### config.mk
export PLATFORM = sky130hd
export DESIGN_NAME = gamma_lut_prog_flat
export DESIGN_NICKNAME = d
export VERILOG_FILES = /design/src/rtl/gamma_lut_prog_if.sv /design/src/rtl/gamma_lut_prog.sv /design/src/flat_wrapper.sv
export SDC_FILE = /design/constraint.sdc
export NUM_CORES = 2
export LEC_CHECK = 0
export ABC_CLOCK_PERIOD_IN_PS = 6200
export BUFFER_PORTS_ARGS = -buffer_cell sky130_fd_sc_hd__buf_4
export CORE_ASPECT_RATIO = 1.25
export CORE_MARGIN = 5
export CORE_UTILIZATION = 40
export CTS_BUF_LIST = sky130_fd_sc_hd__clkbuf_8
export DETAILED_ROUTE_END_ITERATION = 6
export RECOVER_POWER = 100
export SYNTH_ARGS = -nofsm -noshare
export SYNTH_HDL_FRONTEND = slang
export SYNTH_SLANG_ARGS = --single-unit
export TNS_END_PERCENT = 1
### constraint.sdc
create_clock -name clk -period 6.2 [get_ports clk]
set_input_delay 0.31 -clock clk [delete_from_list [all_inputs] [get_ports clk]]
set_output_delay 0.31 -clock clk [all_outputs]
set_load 0.005 [all_outputs]
### src/rtl/gamma_lut_prog_if.sv
// Pixel stream handshake and table configuration port of the gamma LUT stage.
// The slave modport is the stage; master is the upstream, downstream and config side.
interface gamma_lut_prog_if #(
   parameter int unsigned DATA_W = 8,
   parameter int unsigned LUT_AW = 6,
   parameter int unsigned NCH    = 3
);
   localparam int unsigned CH_W = (NCH > 1) ? $clog2(NCH) : 1;
   localparam int unsigned PW   = NCH * DATA_W;

   logic              in_valid;
   logic              in_ready;
   logic [PW-1:0]     in_data;
   logic              out_valid;
   logic              out_ready;
   logic [PW-1:0]     out_data;
   logic              cfg_bypass;
   logic              cfg_interp;
   logic              cfg_we;
   logic              cfg_re;
   logic [CH_W-1:0]   cfg_ch;
   logic [LUT_AW-1:0] cfg_addr;
   logic [DATA_W-1:0] cfg_wdata;
   logic [DATA_W-1:0] cfg_rdata;
   logic              cfg_rvalid;

   modport slave (
      input  in_valid, in_data, out_ready,
      input  cfg_bypass, cfg_interp, cfg_we, cfg_re, cfg_ch, cfg_addr, cfg_wdata,
      output in_ready, out_valid, out_data, cfg_rdata, cfg_rvalid
   );

   modport master (
      output in_valid, in_data, out_ready,
      output cfg_bypass, cfg_interp, cfg_we, cfg_re, cfg_ch, cfg_addr, cfg_wdata,
      input  in_ready, out_valid, out_data, cfg_rdata, cfg_rvalid
   );
endinterface

### src/rtl/gamma_lut_prog.sv
// Programmable per-channel gamma LUT with linear interpolation between entries.
// Two-stage valid/ready pipeline: table lookup, then interpolate/clamp.
module gamma_lut_prog #(
   parameter int unsigned DATA_W = 8,
   parameter int unsigned LUT_AW = 6,
   parameter int unsigned NCH    = 3
) (
   input  logic             clk,
   input  logic             rst_n,
   gamma_lut_prog_if.slave  bus
);
   localparam int unsigned FW   = DATA_W - LUT_AW;
   localparam int unsigned NENT = 1 << LUT_AW;
   localparam int unsigned CH_W = (NCH > 1) ? $clog2(NCH) : 1;
   localparam int unsigned PW   = NCH * DATA_W;
   localparam int unsigned IW   = DATA_W + FW + 2;
   localparam int unsigned HALF = 1 << (FW - 1);
   localparam int unsigned MAXV = (1 << DATA_W) - 1;

   logic [DATA_W-1:0] lut [NCH][NENT];

   logic              s1_valid;
   logic [PW-1:0]     s1_pix;
   logic              s1_bypass;
   logic              s1_interp;
   logic              out_valid_q;
   logic [PW-1:0]     out_data_q;
   logic [PW-1:0]     out_c;
   logic              s2_adv_c;
   logic              s1_adv_c;
   logic              ld_c;
   logic [DATA_W-1:0] rd_c;
   logic [DATA_W-1:0] cfg_rdata_q;
   logic              cfg_rvalid_q;

   // Tables: identity on reset; writes to channels outside [0,NCH) match nothing.
   always_ff @(posedge clk or negedge rst_n) begin
      if (!rst_n) begin
         for (int c = 0; c < int'(NCH); c++)
            for (int k = 0; k < int'(NENT); k++)
               lut[c][k] <= DATA_W'(k << FW);
      end else begin
         for (int c = 0; c < int'(NCH); c++)
            if (bus.cfg_we && (bus.cfg_ch == CH_W'(c)))
               lut[c][bus.cfg_addr] <= bus.cfg_wdata;
      end
   end

   always_comb begin
      rd_c = '0;
      for (int c = 0; c < int'(NCH); c++)
         if (bus.cfg_ch == CH_W'(c))
            rd_c = lut[c][bus.cfg_addr];
   end

   // Registered readback sees the table before a same-cycle write lands.
   always_ff @(posedge clk or negedge rst_n) begin
      if (!rst_n) begin
         cfg_rdata_q  <= '0;
         cfg_rvalid_q <= 1'b0;
      end else begin
         cfg_rvalid_q <= bus.cfg_re;
         if (bus.cfg_re)
            cfg_rdata_q <= rd_c;
      end
   end

   assign s2_adv_c = ~out_valid_q | bus.out_ready;
   assign s1_adv_c = ~s1_valid | s2_adv_c;
   assign ld_c     = bus.in_valid & s1_adv_c;

   always_ff @(posedge clk or negedge rst_n) begin
      if (!rst_n) begin
         s1_valid  <= 1'b0;
         s1_pix    <= '0;
         s1_bypass <= 1'b0;
         s1_interp <= 1'b0;
      end else begin
         if (s1_adv_c)
            s1_valid <= bus.in_valid;
         if (ld_c) begin
            s1_pix    <= bus.in_data;
            s1_bypass <= bus.cfg_bypass;
            s1_interp <= bus.cfg_interp;
         end
      end
   end

   for (genvar c = 0; c < int'(NCH); c++) begin : g_ch
      logic [LUT_AW-1:0]    idx_c;
      logic [FW-1:0]        frac_c;
      logic [DATA_W-1:0]    e0_c;
      logic [DATA_W:0]      e1_c;
      logic [DATA_W-1:0]    s1_e0;
      logic [DATA_W:0]      s1_e1;
      logic [FW-1:0]        s1_frac;
      logic signed [IW-1:0] diff_c;
      logic signed [IW-1:0] prod_c;
      logic signed [IW-1:0] sum_c;
      logic [DATA_W-1:0]    clamp_c;
      logic [DATA_W-1:0]    res_c;

      assign idx_c  = bus.in_data[c*DATA_W+FW +: LUT_AW];
      assign frac_c = bus.in_data[c*DATA_W +: FW];

      // Upper endpoint of the top segment is the virtual value 2^DATA_W.
      always_comb begin
         e0_c = lut[c][idx_c];
         if (&idx_c)
            e1_c = {1'b1, {DATA_W{1'b0}}};
         else
            e1_c = {1'b0, lut[c][idx_c + LUT_AW'(1)]};
      end

      always_ff @(posedge clk or negedge rst_n) begin
         if (!rst_n) begin
            s1_e0   <= '0;
            s1_e1   <= '0;
            s1_frac <= '0;
         end else if (ld_c) begin
            s1_e0   <= e0_c;
            s1_e1   <= e1_c;
            s1_frac <= frac_c;
         end
      end

      // Signed slope handles descending tables; floor shift after half-LSB rounding.
      always_comb begin
         diff_c = $signed(IW'(s1_e1)) - $signed(IW'(s1_e0));
         prod_c = diff_c * $signed(IW'(s1_frac));
         sum_c  = $signed(IW'(s1_e0)) + ((prod_c + $signed(IW'(HALF))) >>> FW);
         if (sum_c[IW-1])
            clamp_c = '0;
         else if (sum_c > $signed(IW'(MAXV)))
            clamp_c = DATA_W'(MAXV);
         else
            clamp_c = sum_c[DATA_W-1:0];

         if (s1_bypass)
            res_c = s1_pix[c*DATA_W +: DATA_W];
         else if (!s1_interp)
            res_c = s1_e0;
         else
            res_c = clamp_c;
      end

      assign out_c[c*DATA_W +: DATA_W] = res_c;
   end

   // Output register holds while stalled; advances when empty or drained.
   always_ff @(posedge clk or negedge rst_n) begin
      if (!rst_n) begin
         out_valid_q <= 1'b0;
         out_data_q  <= '0;
      end else if (s2_adv_c) begin
         out_valid_q <= s1_valid;
         if (s1_valid)
            out_data_q <= out_c;
      end
   end

   assign bus.in_ready   = s1_adv_c;
   assign bus.out_valid  = out_valid_q;
   assign bus.out_data   = out_data_q;
   assign bus.cfg_rdata  = cfg_rdata_q;
   assign bus.cfg_rvalid = cfg_rvalid_q;

endmodule

### src/flat_wrapper.sv
// flat-port wrapper written by rule: the top's interface ports become plain ports
module gamma_lut_prog_flat 
#(
   parameter int unsigned DATA_W = 8,
   parameter int unsigned LUT_AW = 6,
   parameter int unsigned NCH    = 3
)
  (clk, rst_n, bus_in_valid, bus_in_data, bus_out_ready, bus_cfg_bypass, bus_cfg_interp, bus_cfg_we, bus_cfg_re, bus_cfg_ch, bus_cfg_addr, bus_cfg_wdata, bus_in_ready, bus_out_valid, bus_out_data, bus_cfg_rdata, bus_cfg_rvalid);
  gamma_lut_prog_if #(.DATA_W(DATA_W), .LUT_AW(LUT_AW), .NCH(NCH)) bus_i ();
  input  logic clk;
  input  logic rst_n;
  input wire logic [$bits(bus_i.in_valid)-1:0] bus_in_valid;
  input wire logic [$bits(bus_i.in_data)-1:0] bus_in_data;
  input wire logic [$bits(bus_i.out_ready)-1:0] bus_out_ready;
  input wire logic [$bits(bus_i.cfg_bypass)-1:0] bus_cfg_bypass;
  input wire logic [$bits(bus_i.cfg_interp)-1:0] bus_cfg_interp;
  input wire logic [$bits(bus_i.cfg_we)-1:0] bus_cfg_we;
  input wire logic [$bits(bus_i.cfg_re)-1:0] bus_cfg_re;
  input wire logic [$bits(bus_i.cfg_ch)-1:0] bus_cfg_ch;
  input wire logic [$bits(bus_i.cfg_addr)-1:0] bus_cfg_addr;
  input wire logic [$bits(bus_i.cfg_wdata)-1:0] bus_cfg_wdata;
  output wire logic [$bits(bus_i.in_ready)-1:0] bus_in_ready;
  output wire logic [$bits(bus_i.out_valid)-1:0] bus_out_valid;
  output wire logic [$bits(bus_i.out_data)-1:0] bus_out_data;
  output wire logic [$bits(bus_i.cfg_rdata)-1:0] bus_cfg_rdata;
  output wire logic [$bits(bus_i.cfg_rvalid)-1:0] bus_cfg_rvalid;
  assign bus_i.in_valid = bus_in_valid;
  assign bus_i.in_data = bus_in_data;
  assign bus_i.out_ready = bus_out_ready;
  assign bus_i.cfg_bypass = bus_cfg_bypass;
  assign bus_i.cfg_interp = bus_cfg_interp;
  assign bus_i.cfg_we = bus_cfg_we;
  assign bus_i.cfg_re = bus_cfg_re;
  assign bus_i.cfg_ch = bus_cfg_ch;
  assign bus_i.cfg_addr = bus_cfg_addr;
  assign bus_i.cfg_wdata = bus_cfg_wdata;
  assign bus_in_ready = bus_i.in_ready;
  assign bus_out_valid = bus_i.out_valid;
  assign bus_out_data = bus_i.out_data;
  assign bus_cfg_rdata = bus_i.cfg_rdata;
  assign bus_cfg_rvalid = bus_i.cfg_rvalid;
  gamma_lut_prog #(.DATA_W(DATA_W), .LUT_AW(LUT_AW), .NCH(NCH)) u_core (.clk(clk), .rst_n(rst_n), .bus(bus_i));
endmodule
# Word-level counts from Yosys, hierarchy flattened
# Cells that the tools add are included.
# op_classes
n_addsub,12
mul,3
n_div,0
order_cmp,11
n_eq_ne,2
n_shift,0
mux,50
n_bitwise,12
n_reduce_logical,9
# ops
op,n
bitwise mux 512 bit,3
binary-select mux 8 bit (select 6 bit),9
two-way mux 8 bit,34
>= comparator 7 bit (second input constant),7
NOT 6 -> 7 bit,7
demux 8 bit (select 6 bit),1
adder 12 x 3 -> 12 bit (second input constant),3
greater-than comparator 12 x 9 -> 1 bit (second input constant),3
multiplier 12 x 3 -> 12 bit,3
adder 9 x 10 -> 11 bit,3
subtractor 9 x 8 -> 10 bit,3
two-way mux 9 bit,3
adder 6 x 1 -> 6 bit (second input constant),3
AND reduction 6 bit,3
less-than comparator 7 x 1 -> 1 bit (second input constant),1
logical AND 1 bit,4
== test 2 x 1 -> 1 bit (second input constant),1
== test 2 bit (second input constant),1
zero test 2 bit,1
NOT 1 bit,2
bitwise OR 1 bit,2
AND reduction 2 bit,1
bitwise AND 1 bit,1
# totals
regBits,1654
latchBits,0
ram_bits,0
mem_bits_ro,0
in_bits,48
out_inout_bits,35
wordCells,308
mem_count,0

# Longest topological paths before layout
# logic_depth
word_depth,9
depth_mapped,26
ltp_nobuf,25

# Least setup slack after synthesis
# No wires, ideal clock.
# synth_timing
path_kind,register -> register
start,register u_core.g_ch[1].s1_e1[0]
end,register u_core.out_data_q[10] (netlist: u_core.bus.out_data[10])
setup_ns,0.124
t_arrival_ns,5.071
t_required_ns,6.076
slack_ns,1.006
path_stages_with_launch,24
n_path_buf,0
synth_period_minus_slack_ns,5.194
cell_sequence,dfrtp_1 > inv_1 > ha_1 > inv_1 > fa_1 > a21o_1 > a21oi_1 > o21ai_0 > a21oi_1 > o21ai_0 > a21oi_1 > xnor2_1 > nor2b_1 > ha_1 > ha_1 > or3_1 > o31ai_1 > xnor2_1 > ha_1 > or2_2 > o31ai_1 > a21boi_0 > o31ai_1 > o31a_1
# synth_between
elab_chain_cells,9
# synth_lines
item,line_no,source
"start, declared",gamma_lut_prog.sv:95,logic [DATA_W:0] s1_e1;
"start signal, assigned",gamma_lut_prog.sv:118,s1_e1 <= '0;
"start signal, assigned",gamma_lut_prog.sv:122,s1_e1 <= e1_c;
subtractor 9 x 8 -> 10 bit *,gamma_lut_prog.sv:129,diff_c = $signed(IW'(s1_e1)) - $signed(IW'(s1_e0));
multiplier 12 x 3 -> 12 bit *,gamma_lut_prog.sv:130,prod_c = diff_c * $signed(IW'(s1_frac));
adder 12 x 3 -> 12 bit *,gamma_lut_prog.sv:131,sum_c = $signed(IW'(s1_e0)) + ((prod_c + $signed(IW'(HALF))) >>> FW);
adder 9 x 10 -> 11 bit *,gamma_lut_prog.sv:131,
greater-than comparator 12 x 9 -> 1 bit,gamma_lut_prog.sv:134,else if (sum_c > $signed(IW'(MAXV)))
two-way mux 8 bit,gamma_lut_prog.sv:134,
two-way mux 8 bit *,gamma_lut_prog.sv:132,if (sum_c[IW-1])
two-way mux 8 bit *,gamma_lut_prog.sv:141,else if (!s1_interp)
two-way mux 8 bit *,gamma_lut_prog.sv:139,if (s1_bypass)
"end signal, assigned",gamma_lut_prog.sv:158,out_data_q <= out_c;
"end, declared",gamma_lut_prog.sv:27,logic [PW-1:0] out_data_q;
# Every way passes the cells marked *; elsewhere a longest branch is shown, timed or not.
# A chain may end at the register's enable or synchronous reset.

# Final worst setup path
# layout_timing
start,input bus_cfg_addr[2]
end,register u_core.cfg_rdata_q[7] (netlist: u_core.bus.cfg_rdata[7])
# layout_between
elab_chain_cells,7
elab_cells_between_ends,13
classes_between,mux (12); bitwise (1)
# layout_lines
item,line_no,source
"start, declared",flat_wrapper.sv:20,input wire logic [$bits(bus_i.cfg_addr)-1:0] bus_cfg_addr;
NOT 6 -> 7 bit (implied by the code) *,gamma_lut_prog.sv:53,rd_c = lut[c][bus.cfg_addr];
binary-select mux 8 bit (select 6 bit),gamma_lut_prog.sv:53,
two-way mux 8 bit (implied by the code) (2 in series),gamma_lut_prog.sv:53,
two-way mux 8 bit (2 in series),gamma_lut_prog.sv:52,if (bus.cfg_ch == CH_W'(c))
two-way mux 8 bit *,gamma_lut_prog.sv:52,
"end signal, assigned",gamma_lut_prog.sv:64,cfg_rdata_q <= rd_c;
"end, declared",gamma_lut_prog.sv:33,logic [DATA_W-1:0] cfg_rdata_q;
# Every way passes the cells marked *; elsewhere a longest branch is shown, timed or not. The select of a mux whose other input is x is not followed.

==> summary.md <==
In this run the horizontal extent of the chip is 459 µm. The area of the die is 262000 µm², and the clock transition at the registers of the reported paths is 60 ps. For this design the static power due to leakage is 0.0454 µW. The finished layout holds 10700 standard cells, fillers aside. The worst setup path is launched from an input port. The logs give -127 ps for the worst setup slack after layout and 111000 µm² for the post-route standard cell area excluding fillers. The worst hold path terminates at u_core.lut[139]. For the vias after detailed routing, the log shows 74100.

Worst min-delay path category: in2reg. In this run, the number of DRC markers left after iteration 0 of detailed routing was 8987. The fraction of final layout cells sized beyond drive strength 1 works out to 0.497. After routing, the total negative slack on setup checks comes to -444 ps. Max-slew violation count: 1773. The placed standard-cell area is 106000 µm². The number of nets in the synthesized netlist is 7295.

Max-cap violations in this run came to 30. The number of warning messages in the yosys log came out at 0. For this design the ratio of total power to cell area is 257 nW/µm².

The tools report the global-route total usage across every layer as 0.280. The most frequently used cell type in the post-synthesis netlist was mux2_2. Kind of cell with the highest combined delay on the critical path: buffers and inverters. By area the synthesized netlist is led by dfrtp_1 (27%), mux4_2 (22%), mux2_2 (16%), dfstp_2 (15%), a22oi_1 (2.9%).

The shortest period the worst path allows was 6330 ps. The number of synthesized flops with an enable pin works out to 0. STA puts the critical path data arrival time at 7200 ps.

The clock drives 1648 sinks. The growth of design area from synthesis to finish works out to 10.3%. The first global-routing pass estimated 543 mm of wire. 83 I/O pins were placed. The worst-case IR drop observed on VDD is 0.150 mV. The largest total area in the synthesized netlist belongs to dfrtp_1.

For the worst setup path, the data required time is 7070 ps. The count of H-tree levels built during CTS came out at 5. The number of port buffers is 82, and the routability-driven placement congestion ratio is 0.907. The startpoint identified for the worst hold timing path is bus_cfg_wdata[3]. Clock buffer count from CTS: 288. The depth of the most critical reg-to-reg path is 24. Setup repair after global routing left no endpoint under its margin. Static timing analysis puts the maximum clock frequency at 0.158 GHz.

Each instance of the synthesized netlist takes up on average 14.1 µm². In this run the cell area of the synthesized design comes to 101000 µm². Counting both buffers and inverters, the worst setup path holds a total of 3. In the final routed layout, each cell accounts on average for 34.9 µm.

The tools report the share of synthesized area occupied by flip-flops and latches as 0.417. The final reports fail on max-capacitance violations, max-slew violations, negative setup slack. The clock passes through at most 4 buffers. Synthesis instantiated 84 different standard cells from the library.

The endpoint identified for the worst register-to-register timing path is u_core.bus.out_data[16]. In the routed design, unresolved DRC markers number 0. Delay contributed by the slowest stage of the critical path: 2300 ps.

The detail-routed via count per cell came out at 6.92. Counting instances, the worst hold path has a depth of 2. The clock skew after layout was 71.0 ps; the pin count of the biggest net entering global routing was 180.

The hold violation count in the final report is 0. Final core area utilization: 0.444. The worst flop-to-flop path startpoint was u_core.g_ch[2].s1_e0[1]. The instance count of the mapped netlist was 7133; the effective utilization at floorplan was 0.402. The number of antenna violations at the first check in global routing is 20, and the total core area is 250000 µm². Of all nets on the critical path, the largest fanout is 41. Setup violations remaining at the end of the flow were counted as 13. The flow ran to the end, but the final reports show violations. Clock root buffer master: clkbuf_8. Remaining antenna violation count after routing: 0. The initialized floorplan defines 205 standard-cell rows.

Cell with the biggest individual delay on the critical path: clkdlybuf4s25_1. Proportion of synthesized flip-flops having asynchronous set or reset: 1.00. The number of global-route vias before repair came out at 74200.

The post-CTS repair timing setup buffer count is 0. Final clock period utilization by the worst path: 1.02. The reg2reg setup slack came out at 550 ps.

For the number of nets in the layout, the log shows 7320. Sorting the synthesized cells by how often they occur yields mux2_2 (1430), dfrtp_1 (1072), mux4_2 (990), dfstp_2 (576), a22oi_1 (392). Summed over all layers, the routed wires come to 374 mm. The remaining max-slew budget at the tightest pin was -1.66.

The tools report the clock insertion delay at the later pin of the skew report as 980 ps. TritonCTS built the clock tree. Flip-flop cell with the highest count after synthesis: dfrtp_1. Power comes to 28500 µW. The area share of the largest cell type after synthesis is 0.267, and the total congestion overflow is 0. For the number of placed instances, taps included, the log shows 10200. Number of detailed-routing iterations run before antenna repair: 6. Synthesis inferred 1648 register bits.

At the pin with the least slew margin, the transition time is 3950 ps. By startpoint and endpoint, the worst setup path is classified as in2reg. Walking the worst path, the cells encountered are buf_4 -> nand2_1 -> nor2_1 -> clkdlybuf4s25_1 -> a221oi_1 -> a31oi_1 -> nor4_1 -> a21oi_1 -> clkbuf_1 -> a31oi_1 -> a21oi_1. For the half-perimeter wire length of the detailed placement result, the log shows 243 mm.

The capturing element type of the critical path was a register. The die span in y was 571 µm.
routing by layer:
metal	part of all wire	global-route usage	wire length [µm]	vias up
met5	0.00025	0	95	-
met4	0.077	0.174	28600	12
met3	0.098	0.0642	36800	1154
met2	0.46	0.437	172000	4853
met1	0.36	0.354	136000	39200
li1	-	-	-	28900
metrics by stage:
stage | hold WS (ps) | worst slack (ps)
global placement | 234 | 647
CTS | 7.68 | 481
finish | 9.26 | -127
floorplan | 14.4 | 1010
global route | 26.8 | 50.4
detailed placement | 235 | 537
timing repair:
item | in CTS | in global routing
endpoints found under the setup margin | 0 | 8
gates resized for setup | 0 | 2
hold buffers | 29 | 0
endpoints found under the hold margin | 568 | 0
report_power, final:
part	internal (µW)	switching, µW	leakage [µW]
Sequential	11500	711	0.0206
Combinational	2500	3220	0.0214
Clock	5630	4900	0.00343
cell type report:
| type | instances | area, µm² |
|---|---|---|
| well taps | 3312 | 4140 |
| repair buffers | 381 | 2830 |
| inverters | 69 | 259 |
| multi-input cells | 4770 | 55800 |
| clock inverters | 153 | 893 |
| clock buffers | 367 | 5050 |
| fillers | 22400 | 139000 |
| flip-flops and latches | 1648 | 42000 |
| diodes | 9 | 22.5 |
cell families after synthesis:
| kind of cell | Yosys count | share of synthesized area |
|---|---|---|
| buffers and inverters | 715 | 0.0294 |
| DFF | 1648 | 0.417 |
| adders and majority gates | 114 | 0.0146 |
| muxes | 2656 | 0.408 |
| xor gates and xnor gates | 62 | 0.00540 |
| AOI/OAI and AO/OA | 1253 | 0.0929 |
| and+or+nand+nor | 685 | 0.0331 |
flip-flops by register name (all words and copies together), names as in the netlist, 3 cells and up:
register and flops:
u_core.bus.cfg_rdata 8, u_core.bus.out_data 24, u_core.g_ch.s1_e0 24, u_core.g_ch.s1_e1 27, u_core.g_ch.s1_frac 3, u_core.lut 1536, u_core.s1_pix 21
worst max path at each step:
stage	startpoint	endpoint	slack (ps)	cells past startpoint
2_1_floorplan	u_core.g_ch[1].s1_e1[0]	u_core.bus.out_data[10]	1010	23
3_3_place_gp	u_core.g_ch[1].s1_e1[0]	u_core.bus.out_data[13]	650	25
3_5_place_dp	u_core.g_ch[1].s1_e0[1]	u_core.bus.out_data[10]	540	22
4_1_cts	u_core.g_ch[1].s1_e0[1]	u_core.bus.out_data[10]	480	22
5_1_grt	u_core.g_ch[1].s1_e0[1]	u_core.bus.out_data[13]	50	23
6_report	bus_cfg_addr[2]	u_core.bus.cfg_rdata[7]	-130	11
cells in the final DEF (no fill, tap or decap), types with 44 or more instances in the layout:
master       n
mux2_2    1429
dfrtp_1   1072
mux4_2     990
dfstp_2    576
a22oi_1    392
clkbuf_8   367
nor2_1     219
mux2_1     197
a22o_1     182
a221oi_1   178
inv_1      169
nand2_1    166
a31oi_1    161
buf_4      145
clkbuf_1   130
ha_1       106
a21oi_1    103
o21ai_0     48
nor4_1      44
No activity file was read; power rests on OpenSTA's default activity.
